`config.mk`:
```
export PLATFORM = sky130hd
export DESIGN_NAME = scroll_ctrl
export DESIGN_NICKNAME = d
export VERILOG_FILES = /design/src/rtl/scroll_pkg.sv /design/src/rtl/scroll_ctrl_step_timer.sv /design/src/rtl/scroll_ctrl.sv
export SDC_FILE = /design/constraint.sdc
export NUM_CORES = 1
export LEC_CHECK = 0
export CAP_MARGIN = 20
export CORE_MARGIN = 2
export CORE_UTILIZATION = 50
export CTS_CLUSTER_DIAMETER = 60
export DETAILED_ROUTE_END_ITERATION = 8
export PLACE_DENSITY = 0.83
export REMOVE_ABC_BUFFERS = 1
export SLEW_MARGIN = 10
export SYNTH_ARGS = -nofsm -noshare
export SYNTH_HDL_FRONTEND = slang
export SYNTH_HIERARCHICAL = 1
export SYNTH_SLANG_ARGS = --single-unit
```
`constraint.sdc`:
```
create_clock -name i_clk -period 4 [get_ports i_clk]
set_input_delay 0.8 -clock i_clk [delete_from_list [all_inputs] [get_ports i_clk]]
set_output_delay 0.8 -clock i_clk [all_outputs]
set_load 0.01 [all_outputs]
```
`src/rtl/scroll_pkg.sv`:
```
// Shared definitions for the scrolling message sequencer: state encoding,
// nibble width and the default step-period calculation.
package scroll_pkg;

    typedef enum logic [1:0] {
        ST_IDLE   = 2'd0,
        ST_SCROLL = 2'd1,
        ST_HOLD   = 2'd2,
        ST_PAUSED = 2'd3
    } state_t;

    localparam int NIBBLE_W = 4;

    // Widened so that FREQ*DELAY_MS does not overflow 32 bits.
    function automatic int default_delay(input int freq, input int delay_ms);
        longint prod;
        prod = longint'(freq) * longint'(delay_ms);
        return int'(prod / 1000);
    endfunction

endpackage

```
`src/rtl/scroll_ctrl_step_timer.sv`:
```
// Step-period counter: counts 0..DELAY-1 while enabled, holds while disabled,
// and flags the terminal count combinationally so the caller acts on that edge.
module step_timer
    import scroll_pkg::*;
#(
    parameter int DELAY = 4
) (
    input  logic i_clk,
    input  logic i_rst_neg,
    input  logic i_clr,
    input  logic i_en,
    output logic o_term
);

    localparam int CNT_W = (DELAY > 1) ? $clog2(DELAY) : 1;

    logic [CNT_W-1:0] cnt_q;

    assign o_term = i_en && (cnt_q == CNT_W'(DELAY - 1));

    always_ff @(posedge i_clk) begin
        if (!i_rst_neg) begin
            cnt_q <= '0;
        end else if (i_clr) begin
            cnt_q <= '0;
        end else if (i_en) begin
            cnt_q <= o_term ? '0 : cnt_q + 1'b1;
        end
    end

endmodule

```
`src/rtl/scroll_ctrl.sv`:
```
// Message scroll sequencer: owns the rotating hex buffer, dwells after each
// wrap-around, supports pause/resume and exposes the leftmost window to multi7.
module scroll_ctrl
    import scroll_pkg::*;
#(
    parameter int DISPLAYS   = 4,
    parameter int DIGITS     = 18,
    parameter int FREQ       = 27_000_000,
    parameter int DELAY_MS   = 300,
    parameter int DELAY      = default_delay(FREQ, DELAY_MS),
    parameter int HOLD_STEPS = 2
) (
    input  logic                         i_clk,
    input  logic                         i_rst_neg,
    input  logic                         i_load,
    input  logic [4*DIGITS-1:0]          i_message,
    input  logic                         i_pause,
    input  logic                         i_dir,
    output logic [4*DISPLAYS-1:0]        o_window,
    output logic [$clog2(DIGITS)-1:0]    o_offset,
    output logic                         o_step,
    output logic                         o_wrap,
    output logic [1:0]                   o_state
);

    localparam int MSG_W  = NIBBLE_W * DIGITS;
    localparam int WIN_W  = NIBBLE_W * DISPLAYS;
    localparam int OFF_W  = $clog2(DIGITS);
    localparam int HOLD_W = (HOLD_STEPS > 0) ? $clog2(HOLD_STEPS + 1) : 1;

    logic [MSG_W-1:0]  buf_q, buf_d;
    logic [OFF_W-1:0]  off_q, off_d;
    logic [HOLD_W-1:0] hold_q, hold_d;
    state_t            state_q, state_d;
    state_t            saved_q, saved_d;
    logic              step_q, step_d;
    logic              wrap_q, wrap_d;

    logic              timer_en;
    logic              step_evt;
    logic [OFF_W-1:0]  off_step;
    logic [HOLD_W-1:0] hold_inc;

    // The period only advances while actively scrolling or dwelling.
    assign timer_en = (state_q == ST_SCROLL) || (state_q == ST_HOLD);

    step_timer #(
        .DELAY (DELAY)
    ) u_timer (
        .i_clk     (i_clk),
        .i_rst_neg (i_rst_neg),
        .i_clr     (i_load),
        .i_en      (timer_en),
        .o_term    (step_evt)
    );

    assign hold_inc = hold_q + 1'b1;

    always_comb begin
        buf_d    = buf_q;
        off_d    = off_q;
        hold_d   = hold_q;
        state_d  = state_q;
        saved_d  = saved_q;
        step_d   = 1'b0;
        wrap_d   = 1'b0;
        off_step = off_q;

        if (i_load) begin
            buf_d   = i_message;
            off_d   = '0;
            hold_d  = '0;
            state_d = ST_SCROLL;
        end else begin
            case (state_q)
                ST_SCROLL: begin
                    if (step_evt) begin
                        if (!i_dir) begin
                            buf_d    = {buf_q[MSG_W-NIBBLE_W-1:0], buf_q[MSG_W-1 -: NIBBLE_W]};
                            off_step = (off_q == OFF_W'(DIGITS - 1)) ? '0 : off_q + 1'b1;
                        end else begin
                            buf_d    = {buf_q[NIBBLE_W-1:0], buf_q[MSG_W-1:NIBBLE_W]};
                            off_step = (off_q == '0) ? OFF_W'(DIGITS - 1) : off_q - 1'b1;
                        end
                        off_d  = off_step;
                        step_d = 1'b1;
                        if (off_step == '0) begin
                            wrap_d = 1'b1;
                            if (HOLD_STEPS > 0) begin
                                state_d = ST_HOLD;
                                hold_d  = '0;
                            end
                        end
                    end
                end
                ST_HOLD: begin
                    if (step_evt) begin
                        if (hold_inc == HOLD_W'(HOLD_STEPS)) begin
                            state_d = ST_SCROLL;
                            hold_d  = '0;
                        end else begin
                            hold_d = hold_inc;
                        end
                    end
                end
                default: ;
            endcase

            // Pause is evaluated after any step so a coincident step is kept.
            if (i_pause) begin
                if (state_q == ST_SCROLL || state_q == ST_HOLD) begin
                    saved_d = state_d;
                    state_d = ST_PAUSED;
                end else if (state_q == ST_PAUSED) begin
                    state_d = saved_q;
                end
            end
        end
    end

    always_ff @(posedge i_clk) begin
        if (!i_rst_neg) begin
            buf_q   <= '0;
            off_q   <= '0;
            hold_q  <= '0;
            state_q <= ST_IDLE;
            saved_q <= ST_IDLE;
            step_q  <= 1'b0;
            wrap_q  <= 1'b0;
        end else begin
            buf_q   <= buf_d;
            off_q   <= off_d;
            hold_q  <= hold_d;
            state_q <= state_d;
            saved_q <= saved_d;
            step_q  <= step_d;
            wrap_q  <= wrap_d;
        end
    end

    assign o_window = buf_q[MSG_W-1 -: WIN_W];
    assign o_offset = off_q;
    assign o_step   = step_q;
    assign o_wrap   = wrap_q;
    assign o_state  = state_q;

endmodule

```
Word-level counts from Yosys, hierarchy flattened
Index checks and enable logic that the tools add are counted.
{"block": "op_classes", "add_sub_neg": 4, "n_eq_ne": 9, "mux": 27, "n_bitwise": 4, "n_reduce_logical": 14}
{"cell": "72-bit 2-to-1 mux", "n": 4}
{"cell": "5-bit 2-to-1 mux", "n": 6}
{"cell": "23-bit by 1-bit adder with 23-bit output (second input constant)", "n": 1}
{"cell": "23-bit equality test (second input constant)", "n": 1}
{"cell": "23-bit 2-to-1 mux", "n": 1}
{"cell": "2-bit 2-to-1 mux", "n": 11}
{"cell": "5-bit zero test", "n": 2}
{"cell": "2-bit case mux with 2 select lines", "n": 2}
{"cell": "2-bit equality test (second input constant)", "n": 3}
{"cell": "2-bit by 1-bit != test with 1-bit output (second input constant)", "n": 3}
{"cell": "2-bit nonzero test", "n": 3}
{"cell": "5-bit by 1-bit adder with 5-bit output (second input constant)", "n": 1}
{"cell": "5-bit equality test (second input constant)", "n": 1}
{"cell": "5-bit by 1-bit subtractor with 5-bit output (second input constant)", "n": 1}
{"cell": "1-bit NOT", "n": 4}
{"cell": "2-bit AND reduction", "n": 2}
{"cell": "4-bit AND reduction", "n": 1}
{"cell": "4-bit OR reduction", "n": 1}
{"cell": "1-bit 2-to-1 mux", "n": 3}
{"cell": "3-bit AND reduction", "n": 1}
{"cell": "3-bit OR reduction", "n": 1}
{"cell": "2-bit by 1-bit adder with 2-bit output (second input constant)", "n": 1}
{"cell": "2-bit by 1-bit equality test with 1-bit output (second input constant)", "n": 1}
{"cell": "2-bit OR reduction", "n": 1}
{"cell": "other kinds (2)", "n": 2}
{"block": "totals", "register_bits": 108, "output_inout_bits": 25, "wordCells": 67}

Logic depth before layout (Yosys ltp)
Gate-level depths: netlist of run 1.
{"block": "logic_depth", "word_depth": 14, "ltp_mapped": 15, "ltp_nobuf": 12}

Hierarchy
Netlist of run 1, hierarchy kept.
{"mod": "scroll_ctrl", "instances": 1, "cells_each": 616, "area_per_inst_um2": 5047.3, "seq_area_each_um2": 1701.6}
{"mod": "step_timer", "instances": 1, "cells_each": 134, "area_per_inst_um2": 1171.1, "seq_area_each_um2": 460.4}

Least setup slack after synthesis of run 1
OpenSTA, ideal clock, no wires.
{"block": "synth_path", "kind": "reg-to-reg", "from": "reg state_q[0] (netlist: o_state[0])", "to": "reg hold_q[1]", "arrival_time_ns": 2.904, "required_time_ns": 3.884, "path_slack_ns": 0.979, "path_stages_with_launch": 15, "n_path_buf": 3, "synth_period_minus_slack_ns": 3.021, "cell_sequence": "dfxtp_1 > inv_1 > ha_1 > inv_1 > and4_1 > buf_4 > nand3_2 > nor3_1 > and2_1 > buf_2 > buf_2 > nand3_1 > nor3b_2 > a22oi_1 > o211a_1"}
{"block": "synth_via", "elab_chain_cells": 5, "elab_cells_between_ends": 10}
{"element": "start, declared", "line": "scroll_ctrl.sv:34", "rtl": "state_t state_q, state_d;"}
{"element": "start signal, assigned", "line": "scroll_ctrl.sv:134", "rtl": "state_q <= state_d;"}
{"element": "2-bit by 1-bit equality test with 1-bit output or 2-bit equality test (tied branches)", "line": "scroll_ctrl.sv:45", "rtl": "assign timer_en = (state_q == ST_SCROLL) || (state_q == ST_HOLD);"}
{"element": "1-bit logical OR (*)", "line": "scroll_ctrl.sv:45"}
{"element": "net timer_en", "line": "scroll_ctrl.sv:39", "rtl": "logic timer_en;"}
{"element": "1-bit logical AND (*)", "line": "scroll_ctrl_step_timer.sv:19", "rtl": "assign o_term = i_en && (cnt_q == CNT_W'(DELAY - 1));"}
{"element": "net step_evt", "line": "scroll_ctrl.sv:40", "rtl": "logic step_evt;"}
{"element": "2-bit by 1-bit != test with 1-bit output (no source line)"}
{"element": "4-bit AND reduction (no source line) (*)"}
{"element": "end signal, assigned", "line": "scroll_ctrl.sv:133", "rtl": "hold_q <= hold_d;"}
{"element": "end, declared", "line": "scroll_ctrl.sv:33", "rtl": "logic [HOLD_W-1:0] hold_q, hold_d;"}
Mark *: on every way through the listed nets, which the timed path passes. The rest lies on a longest branch.
A chain may end at the register's enable or synchronous reset.

Worst setup path after layout of run 1
{"block": "layout_path", "from": "reg state_q[0] (netlist: o_state[0])", "to": "reg buf_q[58]"}
{"block": "layout_via", "elab_chain_cells": 5, "elab_cells_between_ends": 7}
{"element": "2-bit by 1-bit equality test with 1-bit output or 2-bit equality test (tied branches)", "line": "scroll_ctrl.sv:45"}
{"element": "1-bit logical OR (*)", "line": "scroll_ctrl.sv:45"}
{"element": "net timer_en", "line": "scroll_ctrl.sv:39"}
{"element": "1-bit logical AND (*)", "line": "scroll_ctrl_step_timer.sv:19"}
{"element": "net step_evt", "line": "scroll_ctrl.sv:40"}
{"element": "2-bit nonzero test (no source line) (*)"}
{"element": "2-bit AND reduction (no source line) (*)"}
{"element": "end signal, assigned", "line": "scroll_ctrl.sv:131", "rtl": "buf_q <= buf_d;"}
{"element": "end, declared", "line": "scroll_ctrl.sv:31", "rtl": "logic [MSG_W-1:0] buf_q, buf_d;"}
Marked as above.

==> flow_summary.yaml, run 1 <==
status:
  run_status: "completed"
drt:
  postRouteWirelength_um: 14800
  ant_nets: 0
  routed_wl_per_cell_um: 15.2
  dr.pass1.iters: 5
  detail_route.vias_per_cell: 5.72
  num_vias: 5551
  drc: 0
  drt_iter0_markers: 527
synthesis:
  synthCells: 750
  synth_async_sr_flop_share_pct: 0
  yosys.cell_types.count: 50
  synth_edf_count: 0
  syn_area_um2: 6220
  synthesis.yosys.warnings: 6
  most_used_flip_flop_cell_after_synthesis: "sky130_fd_sc_hd__dfxtp_1"
  synth.ff_latch_count: 108
  seq_area_frac_synth_pct: 34.8
  avgSynthCellArea_um2: 8.29
global_route:
  global_route_wire_length_before_repair_um: 24000
  number_of_global_route_vias_before_repair: 5218
  grt_start_max_net_pins: 68
  globalRouteTotalUtil_pct: 22.0
  remaining_global_route_overflow: 0
  grt_antenna_before_repair: 0
clock_tree:
  cts_hold_repair.buffers: 0
  postCtsResizedCells: 0
  tritoncts: "built"
  h_tree_lvls: 3
  cts.repair_timing.setup_buffer_count: 0
  clock_tree.root_cell: "sky130_fd_sc_hd__clkbuf_16"
  clockBufferDepth: 2
  cts.clk_slew.worst_paths_ps: 70
  clock_latency_ps: 350
  numCtsBuffers: 9
  sink_count_of_the_clock_tree: 108
sta:
  grt_setup_unrepaired: "false"
  fin_skew_ps: 8.17
  final_max_slew_viol_count: 0
  final_min_period_over_clock_period_pct: 84.0
  setup_ws_ps: 639
  relSlewSlack_pct: 52.1
  worst-slew-pin-transition_ps: 718
  fmax_ghz: 0.297
  hold_viol_final: 0
  setup_viol: 0
  hold_ws_ps: 462
  final.min_clock_period_ps: 3360
job:
  drv.max_cap_violation_count: 0
layout:
  area_growth_pct: 19.7
  post_layout_utilization_of_the_core_pct: 61.7
  n_fill_cell: 1007
  finish.net_count: 882
  antenna-diode-count: 0
  postLayoutCellArea_um2: 7450
  drive_gt1_share_pct: 4.74
  final_cell_mix: "sky130_fd_sc_hd__dfxtp_1 (108), sky130_fd_sc_hd__clkdlybuf4s50_1 (98), sky130_fd_sc_hd__nor2_1 (93), sky130_fd_sc_hd__a21oi_1 (89), sky130_fd_sc_hd__nor2b_1 (77)"
  commonest_non_fill_non_tap_cell_in_the_layout: "sky130_fd_sc_hd__dfxtp_1"
placed_design:
  dpl.hpwl_um: 10100
  dp_worst_setup_slack_ps: 651
  numPortBuffers: 101
  routabilityCongestion: 0.887
  placed_cell_area_um2: 7140
floorplanning:
  die_x_um: 116
  floorplan.io_pins: 102
  floorplan.initialDensity_pct: 51.6
  fp.dieH_um: 116
  die-area_um2: 13300
  floorplan.rows: 40
  core_um2: 12100
setup_path:
  setup.worst_path.start_class: "flip-flop"
  crit_top_cell: "sky130_fd_sc_hd__inv_1"
  criticalPathCategory: "flip-flop to flip-flop"
  reg2reg_depth: 12
  path_max_fanout: 37
  critical-path-top-delay-family: "simple AND/OR/NAND/NOR gates"
  timing.critical_path.buf_inv: 3
  critPathArrivalTime_ps: 3650
  worstPathCellList: "inv_1 > ha_1 > inv_1 > and4_1 > nand3_2 > nor3_1 > and2_4 > buf_4 > nor2_1 > a211oi_1 > a21oi_1 > nor2b_1"
  end_kind: "flip-flop"
  path_depth: 12
  cpMaxStageDelayCell: "sky130_fd_sc_hd__and2_4"
  crit_required_ps: 4290
  worst_path_largest_cell_delay_ps: 470
power:
  leakage_nw: 2.58
  power_density_nw_per_um2: 326
  vdd.ir_drop.worst_v: 0.000202
hold_path:
  worstHoldPathType: "flip-flop to flip-flop"
  hold_depth: 1
[final timing paths]
| check | endpoint | slack [ps] | startpoint |
|---|---|---|---|
| max | buf_q[58] | 640 | o_state[0] |
| min | hold_q[1] | 460 | hold_q[1] |
| max reg2reg | buf_q[58] | 640 | o_state[0] |
| min reg2reg | hold_q[1] | 460 | hold_q[1] |
[sequential cells by signal, summed over array words and instances, names as in the netlist]
register / count
u_timer/cnt_q: 23
hold_q: 2
o_step: 1
o_state: 2
o_wrap: 1
saved_q: 2
o_offset: 5
buf_q: 72
[power by group]
part	leakage [nW]	internal (mW)	switching [mW]	total, mW
registers	0.884	1.12	0.0397	1.16
clock network	0.156	0.523	0.409	0.932
logic	1.54	0.184	0.155	0.339
[logic make-up after synthesis]
logic type               count (synthesis)  synth area share (%)
adder cells (fa/ha/maj)                  8                  1.61
AND/OR/NAND/NOR                        259                  22.3
buffers and inverters                   85                  6.80
AO/OA/AOI/OAI                          201                  20.5
flip-flops                             108                  34.8
multiplexers                            74                  11.9
XOR/XNOR                                15                  2.11
[synth_stat cells (all sizes together), types with 8 or more instances]
| master | number | share of area, % |
|---|---|---|
| mux2i | 74 | 12 |
| nand3 | 11 | 0.97 |
| inv | 11 | 0.66 |
| a21oi | 90 | 7.3 |
| a211oi | 75 | 9.1 |
| nand4 | 9 | 1.1 |
| xor2 | 12 | 1.7 |
| buf | 40 | 4.1 |
| nand2 | 20 | 1.2 |
| dfxtp | 108 | 35 |
| ha | 8 | 1.6 |
| clkbuf | 34 | 2.1 |
| o21ai | 14 | 1.1 |
| nor2 | 94 | 5.7 |
| nor2b | 77 | 7.7 |
[per-layer routing]
| metal | routed length (µm) | track usage [%] | up-vias | part of all wire (%) |
|---|---|---|---|---|
| met4 | 121 | 5.94 | 0 | 0.82 |
| met3 | 819 | 5.18 | 16 | 5.6 |
| met1 | 6790 | 28.0 | 2618 | 46 |
| met2 | 7020 | 37.5 | 153 | 48 |
| li1 | - | - | 2764 | - |
| met5 | 0 | 0 | - | 0 |
[worst reg2reg max path, stage by stage (launching register included)]
cell                       delay (ps)
sky130_fd_sc_hd__dfxtp_1          390
sky130_fd_sc_hd__inv_1            100
sky130_fd_sc_hd__ha_1             350
sky130_fd_sc_hd__inv_1            220
sky130_fd_sc_hd__and4_1           270
sky130_fd_sc_hd__nand3_2          120
sky130_fd_sc_hd__nor3_1           430
sky130_fd_sc_hd__and2_4           470
sky130_fd_sc_hd__buf_4            410
sky130_fd_sc_hd__nor2_1            90
sky130_fd_sc_hd__a211oi_1         260
sky130_fd_sc_hd__a21oi_1           70
sky130_fd_sc_hd__nor2b_1          120
[final cells by class]
cell class | count | area (µm²) | share of cell area, %
tap | 168 | 210 | 2.82
clock buffer | 11 | 253 | 3.39
sequential | 108 | 2160 | 29.0
clock inverter | 5 | 57.6 | 0.773
timing repair buffer | 110 | 1080 | 14.5
multi-input combinational | 557 | 3640 | 48.9
inverter | 11 | 41.3 | 0.555
[metrics by stage]
stage | power (mW) | cells | TNS, ps
after floorplan | 1.33 | 676 | -90470
after global placement | 1.51 | 954 | 0
after detailed placement | 1.52 | 954 | 0
after CTS | 2.45 | 970 | 0
after global routing | 2.53 | 970 | 0
final | 2.43 | 970 | 0
(Power assumes the default switching activity.)
==> run 2: changes to the inputs <==
Settings changed: CORE_UTILIZATION 50 to 49, PLACE_DENSITY 0.83 to 0.84.
Clock period 4 ns to 3.04 ns, I/O delays scaled along.
==> run 2 against run 1 <==
Setup slack worse by 330 ps. Design area rose by 0.67%. Critical path type unchanged. Combinational power is 34% higher. Largest power group unchanged.
==> flow_summary.yaml, run 2 (same netlist as run 1, synthesis figures left out) <==
status:
  run_status: "completed"
floorplanning:
  die-area_um2: 13600
  core_um2: 12500
  fp.dieH_um: 117
  floorplan.initialDensity_pct: 49.7
  floorplan.rows: 41
  die_x_um: 117
  floorplan.io_pins: 102
layout:
  antenna-diode-count: 0
  commonest_non_fill_non_tap_cell_in_the_layout: "sky130_fd_sc_hd__dfxtp_1"
  postLayoutCellArea_um2: 7500
  finish.net_count: 885
  drive_gt1_share_pct: 4.97
  largest_register: "buf_q"
  largest_register_ffs: 72
  area_growth_pct: 20.5
  final_cell_mix: "sky130_fd_sc_hd__dfxtp_1 (108), sky130_fd_sc_hd__clkdlybuf4s50_1 (98), sky130_fd_sc_hd__nor2_1 (93), sky130_fd_sc_hd__a21oi_1 (89), sky130_fd_sc_hd__nor2b_1 (77)"
power:
  vdd.ir_drop.worst_v: 0.000253
  leakage_nw: 2.58
  power_density_nw_per_um2: 409
  design_power_total_mw: 3.06
clock_tree:
  numCtsBuffers: 9
  clock_tree.root_cell: "sky130_fd_sc_hd__clkbuf_16"
  tritoncts: "built"
  cts.clk_slew.worst_paths_ps: 70
  h_tree_lvls: 3
  clockBufferDepth: 2
  clock_latency_ps: 350
  sink_count_of_the_clock_tree: 108
placed_design:
  dpl.hpwl_um: 9470
  placed_cell_area_um2: 7190
  dp_worst_setup_slack_ps: 329
  numPortBuffers: 101
  routabilityCongestion: 0.833
sta:
  setup_viol: 0
  setup_ws_ps: 312
  final_max_slew_viol_count: 0
  fmax_ghz: 0.367
  grt_setup_unrepaired: "false"
  fin_skew_ps: 12.0
  worst-slew-pin-transition_ps: 608
  relSlewSlack_pct: 59.5
  final_min_period_over_clock_period_pct: 89.7
  final.min_clock_period_ps: 2730
  hold_viol_final: 0
setup_path:
  path_max_fanout: 11
  crit_top_cell: "sky130_fd_sc_hd__inv_1"
  timing.critical_path.buf_inv: 2
  setup.worst_path.start_class: "flip-flop"
  critical-path-top-delay-family: "simple AND/OR/NAND/NOR gates"
  path_depth: 11
  criticalPathCategory: "flip-flop to flip-flop"
  worst_path_largest_cell_delay_ps: 390
  critPathLaunch: "o_state[0]"
  end_kind: "flip-flop"
  reg2reg_depth: 11
  crit_reg_reg_startpoint: "o_state[0]"
  rr_endpoint: "hold_q[1]"
  worstPathCellList: "inv_1 > ha_1 > inv_1 > and4_1 > nand3_2 > nor3_1 > and2_4 > nand3_1 > nor3b_2 > a22oi_1 > o211a_1"
  crit_required_ps: 3290
  cpMaxStageDelayCell: "sky130_fd_sc_hd__dfxtp_1"
  critPathArrivalTime_ps: 2970
  cp-endpoint: "hold_q[1]"
  r2r_setup_slack_ps: 310
drt:
  num_vias: 5480
  postRouteWirelength_um: 14500
  ant_nets: 0
  dr.pass1.iters: 5
  routed_wl_per_cell_um: 14.9
  drt_iter0_markers: 701
  drc: 0
  detail_route.vias_per_cell: 5.61
global_route:
  grt_antenna_before_repair: 0
  globalRouteTotalUtil_pct: 20.6
  number_of_global_route_vias_before_repair: 4859
  remaining_global_route_overflow: 0
  grt_start_max_net_pins: 95
  global_route_wire_length_before_repair_um: 22700
hold_path:
  worstHoldPathType: "flip-flop to flip-flop"
job:
  drv.max_cap_violation_count: 0
[run 2: changes by cell type in the layout (fill, tap and decap cells not counted), moves of 2 or more]
cell / delta
sky130_fd_sc_hd__inv_6: -2
sky130_fd_sc_hd__clkinvlp_4: +3
sky130_fd_sc_hd__clkbuf_8: -2
sky130_fd_sc_hd__buf_12: +2
[run 2: per-layer routing]
metal / global-route usage [%] / up-vias / part of all wire (%)
met2: 33.8 / 139 / 47
met3: 5.35 / 8 / 5.7
met4: 4.00 / 0 / 0.50
li1: - / 2764 / -
met1: 27.5 / 2569 / 47
met5: 0 / - / 0
[run 2: worst min-delay path by stage]
stage                         start   endpoint  slack, ps  cells after the start
after floorplan           hold_q[1]  hold_q[1]        440                      1
after global placement    hold_q[1]  hold_q[1]        450                      1
after detailed placement  hold_q[1]  hold_q[1]        470                      1
after CTS                 hold_q[1]  hold_q[1]        480                      1
after global routing      hold_q[1]  hold_q[1]        480                      1
final                     hold_q[1]  hold_q[1]        470                      1
[run 2: timing repair]
action / 4_1_cts / 5_1_grt
hold buffers: 0 / 0
buffers inserted: 0 / 0
hold endpoints to repair: 0 / 0
endpoints found under the setup margin: 0 / 15
resized for setup: 0 / 1
[run 2: power by group]
part           internal [mW]  switching (mW)
clock                  0.555           0.528
combinational          0.249           0.205
sequential              1.47          0.0533
total                   2.28           0.786
[run 2: layout make-up]
| type | instances | area (µm²) |
|---|---|---|
| fill | 1121 | 5020 |
| clock inverter | 6 | 41.3 |
| inverter | 11 | 41.3 |
| multi-input combinational | 557 | 3640 |
| tap | 172 | 215 |
| clock buffer | 10 | 229 |
| sequential | 108 | 2160 |
| timing repair buffer | 113 | 1170 |
[run 2: stage by stage]
stage	cells	TNS (ps)	hold WS [ps]	util, %
detailed placement	960	0	466	57.5
CTS	976	0	477	59.6
global placement	960	0	449	57.5
global route	977	0	481	59.9
finish	977	0	472	59.9
floorplan	676	-170370	440	-
[run 2: worst register-to-register path, stage by stage, from the launching register on]
cell	delay, ps
sky130_fd_sc_hd__dfxtp_1	390
sky130_fd_sc_hd__inv_1	100
sky130_fd_sc_hd__ha_1	350
sky130_fd_sc_hd__inv_1	80
sky130_fd_sc_hd__and4_1	210
sky130_fd_sc_hd__nand3_2	120
sky130_fd_sc_hd__nor3_1	270
sky130_fd_sc_hd__and2_4	320
sky130_fd_sc_hd__nand3_1	120
sky130_fd_sc_hd__nor3b_2	290
sky130_fd_sc_hd__a22oi_1	150
sky130_fd_sc_hd__o211a_1	220
